**config.mk**
```make
export PLATFORM = sky130hd
export DESIGN_NAME = peripheral_uart_tx_arbiter_wb
export DESIGN_NICKNAME = d
export VERILOG_FILES = /design/src/rtl/peripheral_wb_pkg.sv /design/src/rtl/peripheral_uart_rr_picker_wb.sv /design/src/rtl/peripheral_uart_tx_arbiter_wb.sv
export SDC_FILE = /design/constraint.sdc
export NUM_CORES = 1
export LEC_CHECK = 0
export CAP_MARGIN = 20
export CORE_MARGIN = 5
export CORE_UTILIZATION = 42
export CTS_BUF_LIST = sky130_fd_sc_hd__clkbuf_16
export DETAILED_ROUTE_END_ITERATION = 6
export HOLD_SLACK_MARGIN = 0.05
export PLACE_DENSITY = 0.77
export SYNTH_ARGS = -nofsm -noshare
export SYNTH_HDL_FRONTEND = slang
export SYNTH_HIERARCHICAL = 1
export SYNTH_SLANG_ARGS = --single-unit
```
**constraint.sdc**
```tcl
create_clock -name clk -period 2.35 [get_ports clk]
set_input_delay 0.3525 -clock clk [delete_from_list [all_inputs] [get_ports clk]]
set_output_delay 0.3525 -clock clk [all_outputs]
set_load 0.02 [all_outputs]
```
**src/rtl/peripheral_wb_pkg.sv**
```systemverilog
// -----------------------------------------------------------------------------
// peripheral_wb_pkg
// Shared types and constants for the UART TX arbiter slice.
//   uart_txarb_state_t    : arbiter FSM state (idle / transferring a message)
//   UART_TXARB_TIMEOUT_W  : watchdog width for the default timeout
//   uart_txarb_timeout_w  : watchdog width for any timeout value
// -----------------------------------------------------------------------------
package peripheral_wb_pkg;

  localparam int UART_TXARB_TIMEOUT_DEFAULT = 1024;
  localparam int UART_TXARB_TIMEOUT_W       = $clog2(UART_TXARB_TIMEOUT_DEFAULT);

  typedef enum logic [0:0] {
    S_IDLE = 1'b0,
    S_XFER = 1'b1
  } uart_txarb_state_t;

  // Watchdog width: enough bits to hold TIMEOUT-1 (at least one bit).
  function automatic int uart_txarb_timeout_w(input int timeout);
    return (timeout < 2) ? 1 : $clog2(timeout);
  endfunction

endpackage

```
**src/rtl/peripheral_uart_rr_picker_wb.sv**
```systemverilog
// -----------------------------------------------------------------------------
// peripheral_uart_rr_picker_wb
// Combinational round-robin picker: first set bit of req at or above ptr,
// wrapping around to 0.
//   req [NREQ]  : request vector
//   ptr [PTR_W] : index with highest priority
//   gnt [NREQ]  : one-hot winner (zero when req is zero)
//   idx [PTR_W] : binary index of the winner (zero when req is zero)
// -----------------------------------------------------------------------------
module peripheral_uart_rr_picker_wb #(
  parameter int NREQ  = 4,
  parameter int PTR_W = $clog2(NREQ)
) (
  input  logic [NREQ-1:0]  req,
  input  logic [PTR_W-1:0] ptr,
  output logic [NREQ-1:0]  gnt,
  output logic [PTR_W-1:0] idx
);

  logic [PTR_W:0]   sum_s;
  logic [PTR_W-1:0] cand_s;
  logic             found_s;

  // Scan NREQ candidates starting at ptr; the first requester found wins.
  always_comb begin
    gnt     = '0;
    idx     = '0;
    found_s = 1'b0;
    sum_s   = '0;
    cand_s  = '0;
    for (int i = 0; i < NREQ; i++) begin
      sum_s = {1'b0, ptr} + (PTR_W+1)'(i);
      if (sum_s >= (PTR_W+1)'(NREQ)) begin
        sum_s = sum_s - (PTR_W+1)'(NREQ);
      end else begin
        sum_s = sum_s;
      end
      cand_s = sum_s[PTR_W-1:0];
      if (!found_s && req[cand_s]) begin
        gnt[cand_s] = 1'b1;
        idx         = cand_s;
        found_s     = 1'b1;
      end else begin
        found_s = found_s;
      end
    end
  end

endmodule

```
**src/rtl/peripheral_uart_tx_arbiter_wb.sv**
```systemverilog
// -----------------------------------------------------------------------------
// peripheral_uart_tx_arbiter_wb
// Message-granular round-robin arbiter sharing one UART TX FIFO among NREQ
// byte producers. A grant is held until the owner's last byte, until the
// watchdog expires, or until the FIFO is flushed.
//   clk, wb_rst_i        : clock, asynchronous active-high reset
//   req_valid/data/last  : per-requester byte streams (byte i at [8i+7:8i])
//   req_ready            : combinational accept, only for the owner
//   tf_count, tx_reset   : FIFO occupancy and FIFO flush request
//   tf_push, tf_data     : registered push strobe and byte towards the FIFO
//   grant, busy          : one-hot owner and "owner present"
//   timeout_evt          : one-cycle pulse when the watchdog revokes a grant
// -----------------------------------------------------------------------------
module peripheral_uart_tx_arbiter_wb
  import peripheral_wb_pkg::*;
#(
  parameter int NREQ       = 4,
  parameter int FIFO_DEPTH = 16,
  parameter int COUNTER_W  = 5,
  parameter int TIMEOUT    = UART_TXARB_TIMEOUT_DEFAULT
) (
  input  logic                 clk,
  input  logic                 wb_rst_i,
  input  logic [NREQ-1:0]      req_valid,
  input  logic [NREQ*8-1:0]    req_data,
  input  logic [NREQ-1:0]      req_last,
  output logic [NREQ-1:0]      req_ready,
  input  logic [COUNTER_W-1:0] tf_count,
  input  logic                 tx_reset,
  output logic                 tf_push,
  output logic [7:0]           tf_data,
  output logic [NREQ-1:0]      grant,
  output logic                 busy,
  output logic                 timeout_evt
);

  localparam int                  PTR_W    = $clog2(NREQ);
  localparam int                  WD_W     = uart_txarb_timeout_w(TIMEOUT);
  localparam logic [PTR_W-1:0]    LAST_IDX = PTR_W'(NREQ - 1);
  localparam logic [WD_W-1:0]     WD_LIMIT = WD_W'(TIMEOUT - 1);
  localparam logic [COUNTER_W:0]  DEPTH_C  = (COUNTER_W+1)'(FIFO_DEPTH);

  uart_txarb_state_t state_r;
  logic [NREQ-1:0]   grant_r;
  logic [PTR_W-1:0]  gidx_r;
  logic [PTR_W-1:0]  rr_ptr_r;
  logic [WD_W-1:0]   wdog_r;
  logic              tf_push_r;
  logic [7:0]        tf_data_r;
  logic              timeout_evt_r;

  logic [NREQ-1:0]   pick_gnt_s;
  logic [PTR_W-1:0]  pick_idx_s;
  logic [COUNTER_W:0] occ_s;
  logic              space_ok_s;
  logic [NREQ-1:0]   ready_s;
  logic              accept_s;
  logic              valid_g_s;
  logic              last_g_s;
  logic [7:0]        data_g_s;
  logic [PTR_W-1:0]  rr_next_s;

  peripheral_uart_rr_picker_wb #(
    .NREQ  (NREQ),
    .PTR_W (PTR_W)
  ) u_picker (
    .req (req_valid),
    .ptr (rr_ptr_r),
    .gnt (pick_gnt_s),
    .idx (pick_idx_s)
  );

  // The push in flight is not yet in tf_count, so count it here; pops are ignored.
  assign occ_s      = {1'b0, tf_count} + {{COUNTER_W{1'b0}}, tf_push_r};
  assign space_ok_s = (occ_s < DEPTH_C);

  assign valid_g_s  = req_valid[gidx_r];
  assign last_g_s   = req_last[gidx_r];
  assign data_g_s   = req_data[{gidx_r, 3'b000} +: 8];
  assign rr_next_s  = (gidx_r == LAST_IDX) ? '0 : gidx_r + PTR_W'(1);

  // Only the owner may be ready, and never while the FIFO is full or flushing.
  always_comb begin
    ready_s = '0;
    if ((state_r == S_XFER) && space_ok_s && !tx_reset) begin
      ready_s = grant_r;
    end else begin
      ready_s = '0;
    end
  end

  assign accept_s    = |(req_valid & ready_s);
  assign req_ready   = ready_s;
  assign tf_push     = tf_push_r;
  assign tf_data     = tf_data_r;
  assign grant       = grant_r;
  assign busy        = |grant_r;
  assign timeout_evt = timeout_evt_r;

  // Arbiter FSM, FIFO push register and watchdog.
  always_ff @(posedge clk or posedge wb_rst_i) begin
    if (wb_rst_i) begin
      state_r       <= S_IDLE;
      grant_r       <= '0;
      gidx_r        <= '0;
      rr_ptr_r      <= '0;
      wdog_r        <= '0;
      tf_push_r     <= 1'b0;
      tf_data_r     <= 8'h00;
      timeout_evt_r <= 1'b0;
    end else begin
      // accept_s is already blocked by tx_reset, so a flush never pushes.
      tf_push_r     <= accept_s;
      timeout_evt_r <= 1'b0;
      if (accept_s) begin
        tf_data_r <= data_g_s;
      end else begin
        tf_data_r <= tf_data_r;
      end

      if (tx_reset) begin
        state_r <= S_IDLE;
        grant_r <= '0;
        wdog_r  <= '0;
        if (state_r == S_XFER) begin
          rr_ptr_r <= rr_next_s;
        end else begin
          rr_ptr_r <= rr_ptr_r;
        end
      end else begin
        case (state_r)
          S_IDLE: begin
            wdog_r <= '0;
            if (|req_valid) begin
              grant_r <= pick_gnt_s;
              gidx_r  <= pick_idx_s;
              state_r <= S_XFER;
            end else begin
              grant_r <= '0;
            end
          end
          S_XFER: begin
            if (accept_s) begin
              wdog_r <= '0;
              if (last_g_s) begin
                grant_r  <= '0;
                rr_ptr_r <= rr_next_s;
                state_r  <= S_IDLE;
              end else begin
                state_r  <= S_XFER;
              end
            end else if (!valid_g_s && space_ok_s) begin
              // A full FIFO freezes the watchdog; only a silent owner ages it.
              if (wdog_r == WD_LIMIT) begin
                timeout_evt_r <= 1'b1;
                grant_r       <= '0;
                rr_ptr_r      <= rr_next_s;
                state_r       <= S_IDLE;
                wdog_r        <= '0;
              end else begin
                wdog_r <= wdog_r + WD_W'(1);
              end
            end else begin
              wdog_r <= wdog_r;
            end
          end
          default: begin
            state_r <= S_IDLE;
            grant_r <= '0;
            wdog_r  <= '0;
          end
        endcase
      end
    end
  end

endmodule

```
* Word-level counts from Yosys, hierarchy flattened
Cells that the tools add are included.
** Word-level totals
- Bits of input ports :: 48
- Output and inout bits :: 19
- Word-level logic and storage cells :: 136
- Flip-flop bits (word level) :: 29
** Cells by class
- Multiplexer cells :: 68
- Bitwise gates (word level) :: 6
- Reduce and logical (&&, ||, !) cells :: 23
- Eq/ne operators :: 6
- Add/subtract/negate cells :: 10
- Shift operators :: 1
- $lt $le $gt $ge :: 14
** Operator list (number)
- 4-bit 2-to-1 mux :: 11
- 10-bit 2-to-1 mux :: 4
- 2-bit 2-to-1 mux :: 16
- 32-bit by 6-bit variable part select with 8-bit output :: 1
- 1-bit 2-to-1 mux :: 24
- 10-bit one-hot mux with 2 select lines :: 1
- 2-bit by 3-bit less-than comparator with 1-bit output (second input constant) :: 5
- 1-bit binary-select mux with 2-bit select :: 6
- 4-bit OR :: 3
- 4-bit OR reduction :: 3
- 10-bit by 1-bit adder with 10-bit output (second input constant) :: 1
- 10-bit equality test (second input constant) :: 1
- 1-bit logical AND :: 10
- 3-bit greater-or-equal comparator (second input constant) :: 3
- 1-bit demux with 2-bit select :: 4
- 2-bit by 1-bit greater-or-equal comparator with 1-bit output (second input constant) :: 4
- 4-bit by 2-bit != test with 1-bit output (second input constant) :: 2
- 4-bit one-hot mux with 2 select lines :: 1
- 2-bit by 1-bit subtractor with 2-bit output (second input constant) :: 4
- 2-bit by 2-bit adder with 3-bit output (second input constant) :: 2
- 5-bit by 1-bit adder with 6-bit output :: 1
- 6-bit by 5-bit less-than comparator with 1-bit output (second input constant) :: 1
- 3-bit AND reduction :: 2
- 3-bit nonzero test :: 2
- other kinds (11) :: 16

* Longest topological paths before layout
Gate-level depths: netlist of run 1.
- Depth in word-level cells :: 17
- Gate-level depth with buffers :: 9
- Gate-level depth less buffers :: 7

* By module
Netlist of run 1, hierarchy kept.
** By module, submodules not included
- peripheral_uart_tx_arbiter_wb :: instances 1, cells each 137, area each 1611.5 um^2
- peripheral_uart_rr_picker_wb :: instances 1, cells each 65, area each 489.2 um^2

* Worst setup path after synthesis of run 1
No wires, ideal clock.
- Path type :: reg-to-reg
- From :: register rr_ptr_r[0]
- To :: register gidx_r[1]
- Stages on the path, launching flop included :: 10
- Data arrival time :: 2229 ps
- Path slack :: -4 ps
- Data required time :: 2225 ps
- Buffers on the path :: 2
- Period minus slack after synthesis :: 2354 ps
- Cell sequence :: dfrtp_1 buf_6 buf_2 inv_1 ha_1 mux4_2 or2_4 a21oi_1 a31oi_1 mux2_2
** Between the ends
- Longest elaborated chain between the ends :: 14
- Elaborated cells on any way between the ends :: 36
- Classes of those cells :: 7 x add/sub; 4 x order compare; 19 x mux; 6 x reduce/logical
** RTL lines
- start: declaration :: line peripheral_uart_tx_arbiter_wb.sv:46 : logic [PTR_W-1:0] rr_ptr_r;
- start signal: assignment :: line peripheral_uart_tx_arbiter_wb.sv:126 : rr_ptr_r <= rr_next_s;
- start signal: assignment :: line peripheral_uart_tx_arbiter_wb.sv:128 : rr_ptr_r <= rr_ptr_r;
- start signal: assignment :: line peripheral_uart_tx_arbiter_wb.sv:147 : rr_ptr_r <= rr_next_s;
- branches (longest 13 deep; another with 2-bit by 1-bit adder with 3-bit output)
- 2-bit 2-to-1 mux (*) :: line peripheral_uart_rr_picker_wb.sv:39 : if (!found_s && req[cand_s]) begin
- via pick_idx_s[1] :: line peripheral_uart_tx_arbiter_wb.sv:53 : logic [PTR_W-1:0] pick_idx_s;
- end signal: assignment :: line peripheral_uart_tx_arbiter_wb.sv:136 : gidx_r <= pick_idx_s;
- end: declaration :: line peripheral_uart_tx_arbiter_wb.sv:45 : logic [PTR_W-1:0] gidx_r;
Mark *: on every way through the listed nets, which the timed path passes. The select of a mux whose other input is x is not followed.
A chain may end at the register's enable or synchronous reset.

* Worst setup path after layout of run 1
- From :: input req_valid[1]
- To :: register rr_ptr_r[0]
** Between the ends
- Longest elaborated chain between the ends :: 6
- Elaborated cells on any way between the ends :: 13
- Classes of those cells :: 1 x eq/ne; 5 x mux; 1 x bitwise; 6 x reduce/logical
** RTL lines
- start: declaration :: line peripheral_uart_tx_arbiter_wb.sv:24 : input logic [NREQ-1:0] req_valid,
- 1-bit binary-select mux with 2-bit select :: line peripheral_uart_tx_arbiter_wb.sv:77 : assign valid_g_s = req_valid[gidx_r];
- 1-bit 2-to-1 mux (implied by the code) :: line peripheral_uart_tx_arbiter_wb.sv:77
- 1-bit zero test :: line peripheral_uart_tx_arbiter_wb.sv:152 : end else if (!valid_g_s && space_ok_s) begin
- 1-bit logical AND :: line peripheral_uart_tx_arbiter_wb.sv:152
- 3-bit nonzero test (no source line)
- 4-bit AND reduction (no source line)
- end signal: assignment :: line peripheral_uart_tx_arbiter_wb.sv:128
- end signal: assignment :: line peripheral_uart_tx_arbiter_wb.sv:147
- end signal: assignment :: line peripheral_uart_tx_arbiter_wb.sv:157 : rr_ptr_r <= rr_next_s;
Several ways; a longest one is shown, not always the timed one. The select of a mux whose other input is x is not followed.

==> reports/results.tsv, run 1 <==
stage	metric	value	unit
setup_path	reg2regPathDepth	5	
setup_path	path_buf_inv	1	
synthesis	ys_seq_elements	29	
sta	fmax	0.4484	GHz
floorplan	die_area	6517	µm²
pwr	p_comb_frac	0.549	
layout	stdcell_count	354	
setup_path	slowest_delay	520	ps
drt	drt_iter0_markers	154	
placement	dp_cells	346	
synthesis	syn_area	2101	µm²
sta	clock_skew	5.005	ps
drt	dr_total_vias	1988	
synthesis	yosysMostFrequentCell	dfrtp_1	
cts	root_buffer	clkbuf_16	
pwr	power.internal	2032	µW
status	outcome	complete, no violations	
synthesis	async_reset_ff_frac	1.000	
floorplan	die_h	80.73	µm
synthesis	synth.distinct_cells	49	
cts	cts.sinks	29	
placement	gp_congestion	0.8662	
layout	syn2layout_area_growth	49.43	%
pwr	irDropWorstVdd	0.0005348	V
synthesis	ys.flop_type	dfrtp_1	
setup_path	path_depth	6	
setup_path	slowest_stage	mux4_2	
cts	cts_tree	built	
pwr	p_sw_frac	0.3568	
cts	clock_latency	270	ps
layout	diodes	0	
run	maxCapViolCount	0	
setup_path	reg2reg_from	gidx_r[1]	
drt	viasPerCell	5.616	
cts	clkTransAtPathRegs	50	ps
synthesis	syn-num-nets	257	
synthesis	avgSynthCellArea	10.40	µm²
floorplan	rows	25	
global_routing	overflow	0	
pwr	p_switching	1127	µW
sta	setup_viol	0	
synthesis	synth_top_area_cell	dfrtp_1	
worst_hold_path	hold_path.class	in2async	
sta	grt_setup_unrepaired	no	
sta	maxSlewViolCount	0	
cts	post_cts_buffers	0	
cts	cts_resized	1	
setup_path	cpLargestDelayFamily	multiplexers	
global_routing	grt_pass1_wl	8790	µm
setup_path	cp-end-kind	flop	
placement	hpwlAfterDp	4233	µm
setup_path	reg2reg_slack	190	ps
floorplan	io_pins	67	
sta	relSlewSlack	0.4015	
synthesis	synth_top_area_frac	0.3454	
drt	wirelength	5613	µm
floorplan	die_width	80.73	µm
pwr	power.total	3159	µW
sta	tightest_slew	890.9	ps
pwr	power_density	1006	nW/µm²
synthesis	synth_edf_count	0	
cts	cts_buffers	5	
layout	nets	341	
synthesis	synth_area_leaders	dfrtp_1 (35%), mux4_2 (14%), mux2_2 (5.4%)	
synthesis	synthCells	202	
drt	drc	0	
sta	period_needed	2230	ps
placement	port_buffers	66	
drt	first_pass_iters	4	
sta	period_share	0.9491	
pwr	power_frac_clock	0.219	
floorplan	floorplan.core_area	4786	µm²
cts	htree_levels	2	
drt	wl_per_cell	15.86	µm
setup_path	cp-start-kind	primary input	
global_routing	grt_pass1_vias	1856	
pwr	p_leak	0.001347	µW
sta	tns	0	ps
synthesis	synthTopCellsByCount	dfrtp_1 (29), nand2_1 (18), mux4_2 (13), a21oi_1 (11), nor2_1 (11)	
cts	ctsHoldBuffers	0	
setup_path	rr_endpoint	rr_ptr_r[0]	
setup_path	crit_type	in2reg	
global_routing	grt_max_degree	30	
drt	ant_nets	0	
setup_path	cp_max_fo	4	
pwr	p_seq_frac	0.231	
synthesis	ys_seq_area_frac	0.3454	
sta	hold_violations	0	
global_routing	antenna_found_initial	0	
layout	fin_util	0.6559	
global_routing	track_usage	0.1760	
layout	layout-drive-gt1-share	0.2160	
floorplan	start_util	0.4390	
setup_path	arrival	2380	ps
cts	clockBufferDepth	2	
synthesis	synth_warnings	6	
setup_path	cp_data_required_time	2500	ps
setup_path	crit_chain	clkdlybuf4s50_1 > mux4_2 > a211o_4 > nor4_2 > a211oi_1 > mux2_1	
layout	fillerInstances	376	
==> worst max path at each step <==
stage / end / start
after floorplan: gidx_r[1] / rr_ptr_r[0]
after global placement: rr_ptr_r[0] / req_valid[3]
after detailed placement: rr_ptr_r[0] / req_valid[1]
after CTS: req_ready[0] / tf_count[0]
after global routing: rr_ptr_r[0] / req_valid[0]
final: rr_ptr_r[0] / req_valid[1]
==> flip-flops by register name, summed over array words and instances (netlist names) <==
signal and flops:
state_r 1, wdog_r 10, timeout_evt 1, rr_ptr_r 2, tf_push 1, tf_data 8, gidx_r 2, grant 4
==> placed cells by master, fill, tap and decap left out, types with 2 or more instances in the layout <==
master           Yosys  routed
nor2_1              11      11
a211oi_1             4       4
xnor2_1              2       2
a22oi_1              2       2
mux2i_1              2       2
o21ai_0             10      10
nand2b_1             3       3
nand3_1              4       4
mux2_2              10      10
a21oi_1             11      11
a21o_1               2       2
nor3b_1              2       2
nor3_1               8       8
buf_4                0      23
nand4_1              3       3
dfrtp_1             29      29
and3_1               5       5
clkdlybuf4s50_1      0      62
dlymetal6s2s_1       0       3
and3b_1              2       2
nand2_1             18      18
mux4_2              13      13
mux2_1               2       2
and4_1               3       3
inv_1                5       6
ha_1                 7       6
a221o_2              4       4
clkbuf_16            0       5
a22o_1               5       5
or3_1                4       4
a31oi_1              2       2
==> kinds of logic (layout without fill, tap and decap cells) <==
group | after synthesis | after routing | synth area share
AND/OR/NAND/NOR | 72 | 72 | 0.1894
AO/OA/AOI/OAI | 47 | 47 | 0.1602
flip-flops | 29 | 29 | 0.3454
multiplexers | 27 | 27 | 0.2132
buffers and inverters | 17 | 102 | 0.03751
adder cells (fa/ha/maj) | 7 | 7 | 0.04169
XOR/XNOR | 3 | 3 | 0.01251
==> per-stage QoR <==
step                instance area, µm²  setup WS (ps)  hold WS (ps)
finish                            3139          119.7         452.5
global route                      3139          44.79         503.1
CTS                               3132          15.12         467.7
detailed placement                2970         -131.6         491.8
global placement                  2970         -93.96         484.0
floorplan                         2113          66.30         430.6
==> routing by layer <==
| metal | part of all wire | wire length (µm) | track usage |
|---|---|---|---|
| met5 | 0 | 0 | 0 |
| met4 | 0.030 | 170 | 0.07939 |
| met3 | 0.069 | 386 | 0.04372 |
| met1 | 0.42 | 2355 | 0.2309 |
| met2 | 0.48 | 2701 | 0.2740 |
==> final cells by class <==
cell class | instances | area, µm² | area share
sequential | 29 | 725.7 | 0.2312
multi-input combinational | 156 | 1309 | 0.4169
inverter | 5 | 18.77 | 0.005978
clock inverter | 3 | 37.54 | 0.01196
clock buffer | 5 | 125.1 | 0.03986
timing repair buffer | 89 | 839.6 | 0.2674
tap | 67 | 83.83 | 0.02670
==> power groups by stage <==
stage	Sequential [µW]	Clock, µW	Combinational [µW]
6_report	731	693	1740
5_1_grt	748	732	1870
4_1_cts	730	709	1730
3_5_place_dp	735	0	1720
3_3_place_gp	727	0	1690
2_1_floorplan	811	0	1070
==> tightest hold or removal path: stages <==
cell	delay, ps
clkdlybuf4s50_1	400
inv_1	50
buf_4	330
No activity file was read; power rests on OpenSTA's default activity.
==> run 2, diff against run 1 <==
SLEW_MARGIN = 10   (was unset)
==> results of run 2 <==
Same layout as run 1: the final DEF is identical, and so are final timing and power.
==> run 3, diff against run 2 <==
CORE_UTILIZATION = 43   (was 42)
CTS_BUF_LIST = sky130_fd_sc_hd__clkbuf_4   (was sky130_fd_sc_hd__clkbuf_16)
PLACE_DENSITY = 0.78   (was 0.77)
SETUP_SLACK_MARGIN = 0.5   (was unset)
==> run 3 against run 2 <==
Non-clock buffer count is 20 higher; largest power group unchanged; highest routed layer unchanged; via count is 6.4% higher; critical path depth is 1 higher; core utilization is 6.2 points higher.
==> reports/results.tsv, run 3 (synthesized netlist as in run 1, its figures left out) <==
stage	metric	value	unit	change
status	outcome	complete, no violations		
sta	grt_setup_unrepaired	yes		
cts	htree_levels	2		unchanged
setup_path	arrival	2200	ps	-180 ps
drt	first_pass_iters	5		+1
drt	drc	0		unchanged
cts	clock_latency	320	ps	+50 ps
sta	relSlewSlack	0.6154		+0.2139
global_routing	grt_pass1_wl	10450	µm	+19%
layout	largest_register_ffs	10		unchanged
cts	root_buffer	clkbuf_4		
pwr	irDropWorstVdd	0.0004518	V	-16%
sta	tns	0	ps	unchanged
cts	clkTransAtPathRegs	90	ps	+40 ps
drt	wl_per_cell	17.27	µm	+8.9%
sta	maxSlewViolCount	0		unchanged
drt	viasPerCell	5.640		+0.43%
pwr	p_leak	0.001426	µW	+5.9%
cts	cts.sinks	29		unchanged
drt	wirelength	6476	µm	+15%
drt	drt_iter0_markers	176		+14%
placement	hpwlAfterDp	4514	µm	+6.6%
floorplan	die_h	79.90	µm	-1.0%
layout	syn2layout_area_growth	61.46	%	
setup_path	slowest_delay	430	ps	-90 ps
floorplan	die_width	79.90	µm	-1.0%
global_routing	grt_pass1_vias	2140		+15%
placement	gp_congestion	0.8787		+1.4%
sta	clock_skew	8.190	ps	+3.185 ps
sta	fmax	0.5013	GHz	+12%
pwr	power.total	3256	µW	+3.1%
sta	hold_violations	0		unchanged
setup_path	rr_endpoint	gidx_r[1]		
layout	layout-drive-gt1-share	0.3831		+0.1671
drt	dr_total_vias	2115		+6.4%
sta	period_share	0.8488		-0.1003
setup_path	slowest_stage	dfrtp_1		
floorplan	floorplan.core_area	4723	µm²	-1.3%
floorplan	start_util	0.4448		+0.005814
placement	port_buffers	66		unchanged
cts	ctsHoldBuffers	0		unchanged
global_routing	antenna_found_initial	0		unchanged
setup_path	crit_chain	inv_2 > ha_4 > mux4_2 > or2_4 > a21oi_2 > a31oi_1 > mux2_2		
layout	nets	362		+6.2%
setup_path	cp-end-kind	flop		
global_routing	grt_max_degree	30		unchanged
layout	stdcell_count	375		+5.9%
setup_path	reg2reg_slack	360	ps	+170 ps
global_routing	track_usage	0.2083		+0.03237
setup_path	cp_data_required_time	2560	ps	+60 ps
floorplan	io_pins	67		unchanged
worst_hold_path	hold_path.class	in2async		
setup_path	cp-start-kind	flop		
setup_path	cp_max_fo	6		+2
layout	final_common_cell	clkdlybuf4s50_1		
cts	cts_tree	built		
placement	pre_cts_ws	-55.15	ps	+76.42 ps
sta	tightest_slew	572.5	ps	-318.4 ps
sta	setup_viol	0		unchanged
layout	diodes	0		unchanged
setup_path	reg2reg_from	rr_ptr_r[1]		
sta	fin_hold_ws	390.6	ps	-61.93 ps
floorplan	die_area	6383	µm²	-2.0%
drt	ant_nets	0		unchanged
setup_path	crit_type	reg2reg		
cts	cts_buffers	5		unchanged
floorplan	rows	25		unchanged
pwr	power_density	959.9	nW/µm²	-4.6%
global_routing	overflow	0		unchanged
layout	largest_register	wdog_r		
run	maxCapViolCount	0		unchanged
cts	clockBufferDepth	2		unchanged
sta	period_needed	1995	ps	-235.7 ps
setup_path	reg2regPathDepth	7		+2
sta	layout_setup_ws	355.4	ps	+235.7 ps
placement	dp_cells	351		+1.4%
layout	final_cell_mix	clkdlybuf4s50_1 (57), buf_4 (35), dfrtp_1 (28)		
==> run 3: final cells by class <==
class | instances | area (µm²)
clock buffer | 6 | 45.04
clock inverter | 2 | 33.78
fill | 335 | 1331
inverter | 5 | 21.27
multi-input combinational | 157 | 1491
sequential | 29 | 726.9
tap | 67 | 83.83
timing repair buffer | 109 | 989.7
==> run 3: worst max-delay path by stage <==
stage,slack [ps],cells after the start,startpoint,endpoint
2_1_floorplan,240,9,rr_ptr_r[0],gidx_r[1]
3_3_place_gp,-10,7,req_valid[1],grant[1]
3_5_place_dp,-60,7,req_valid[1],grant[0]
4_1_cts,370,5,gidx_r[1],rr_ptr_r[1]
5_1_grt,310,5,wdog_r[1],state_r
6_report,360,7,rr_ptr_r[1],gidx_r[1]
==> run 3: repair_timing <==
item,4_1_cts,5_1_grt
pin swaps,9,19
cloned,1,0
buffers inserted,10,5
resized for setup,40,30
endpoints found under the setup margin,30,32
==> run 3: layer usage <==
metal	GRT usage	up-vias	wire, µm
met3	0.04740	7	474
met1	0.2716	1029	2648
li1	-	992	-
met4	0.03885	0	49
met5	0	-	0
met2	0.3551	87	3304
==> run 3: per-stage QoR <==
step,utilization,instance area (µm²)
2_1_floorplan,-,2157
3_3_place_gp,0.6445,3044
5_1_grt,0.7181,3392
6_report,0.7181,3392
4_1_cts,0.6882,3251
3_5_place_dp,0.6445,3044
==> run 3: power breakdown <==
group          internal (µW)  switching (µW)  total (µW)
Sequential               619             104         723
Clock                    233             169         402
Combinational           1170             966        2130
==> run 3: critical path, delay by kind of cell, from the launching register on <==
family	cells	cell delay, ps
AO/OA/AOI/OAI	2	160
adder cells (fa/ha/maj)	1	280
buffers and inverters	1	80
flip-flops	1	430
multiplexers	2	650
AND/OR/NAND/NOR	1	290
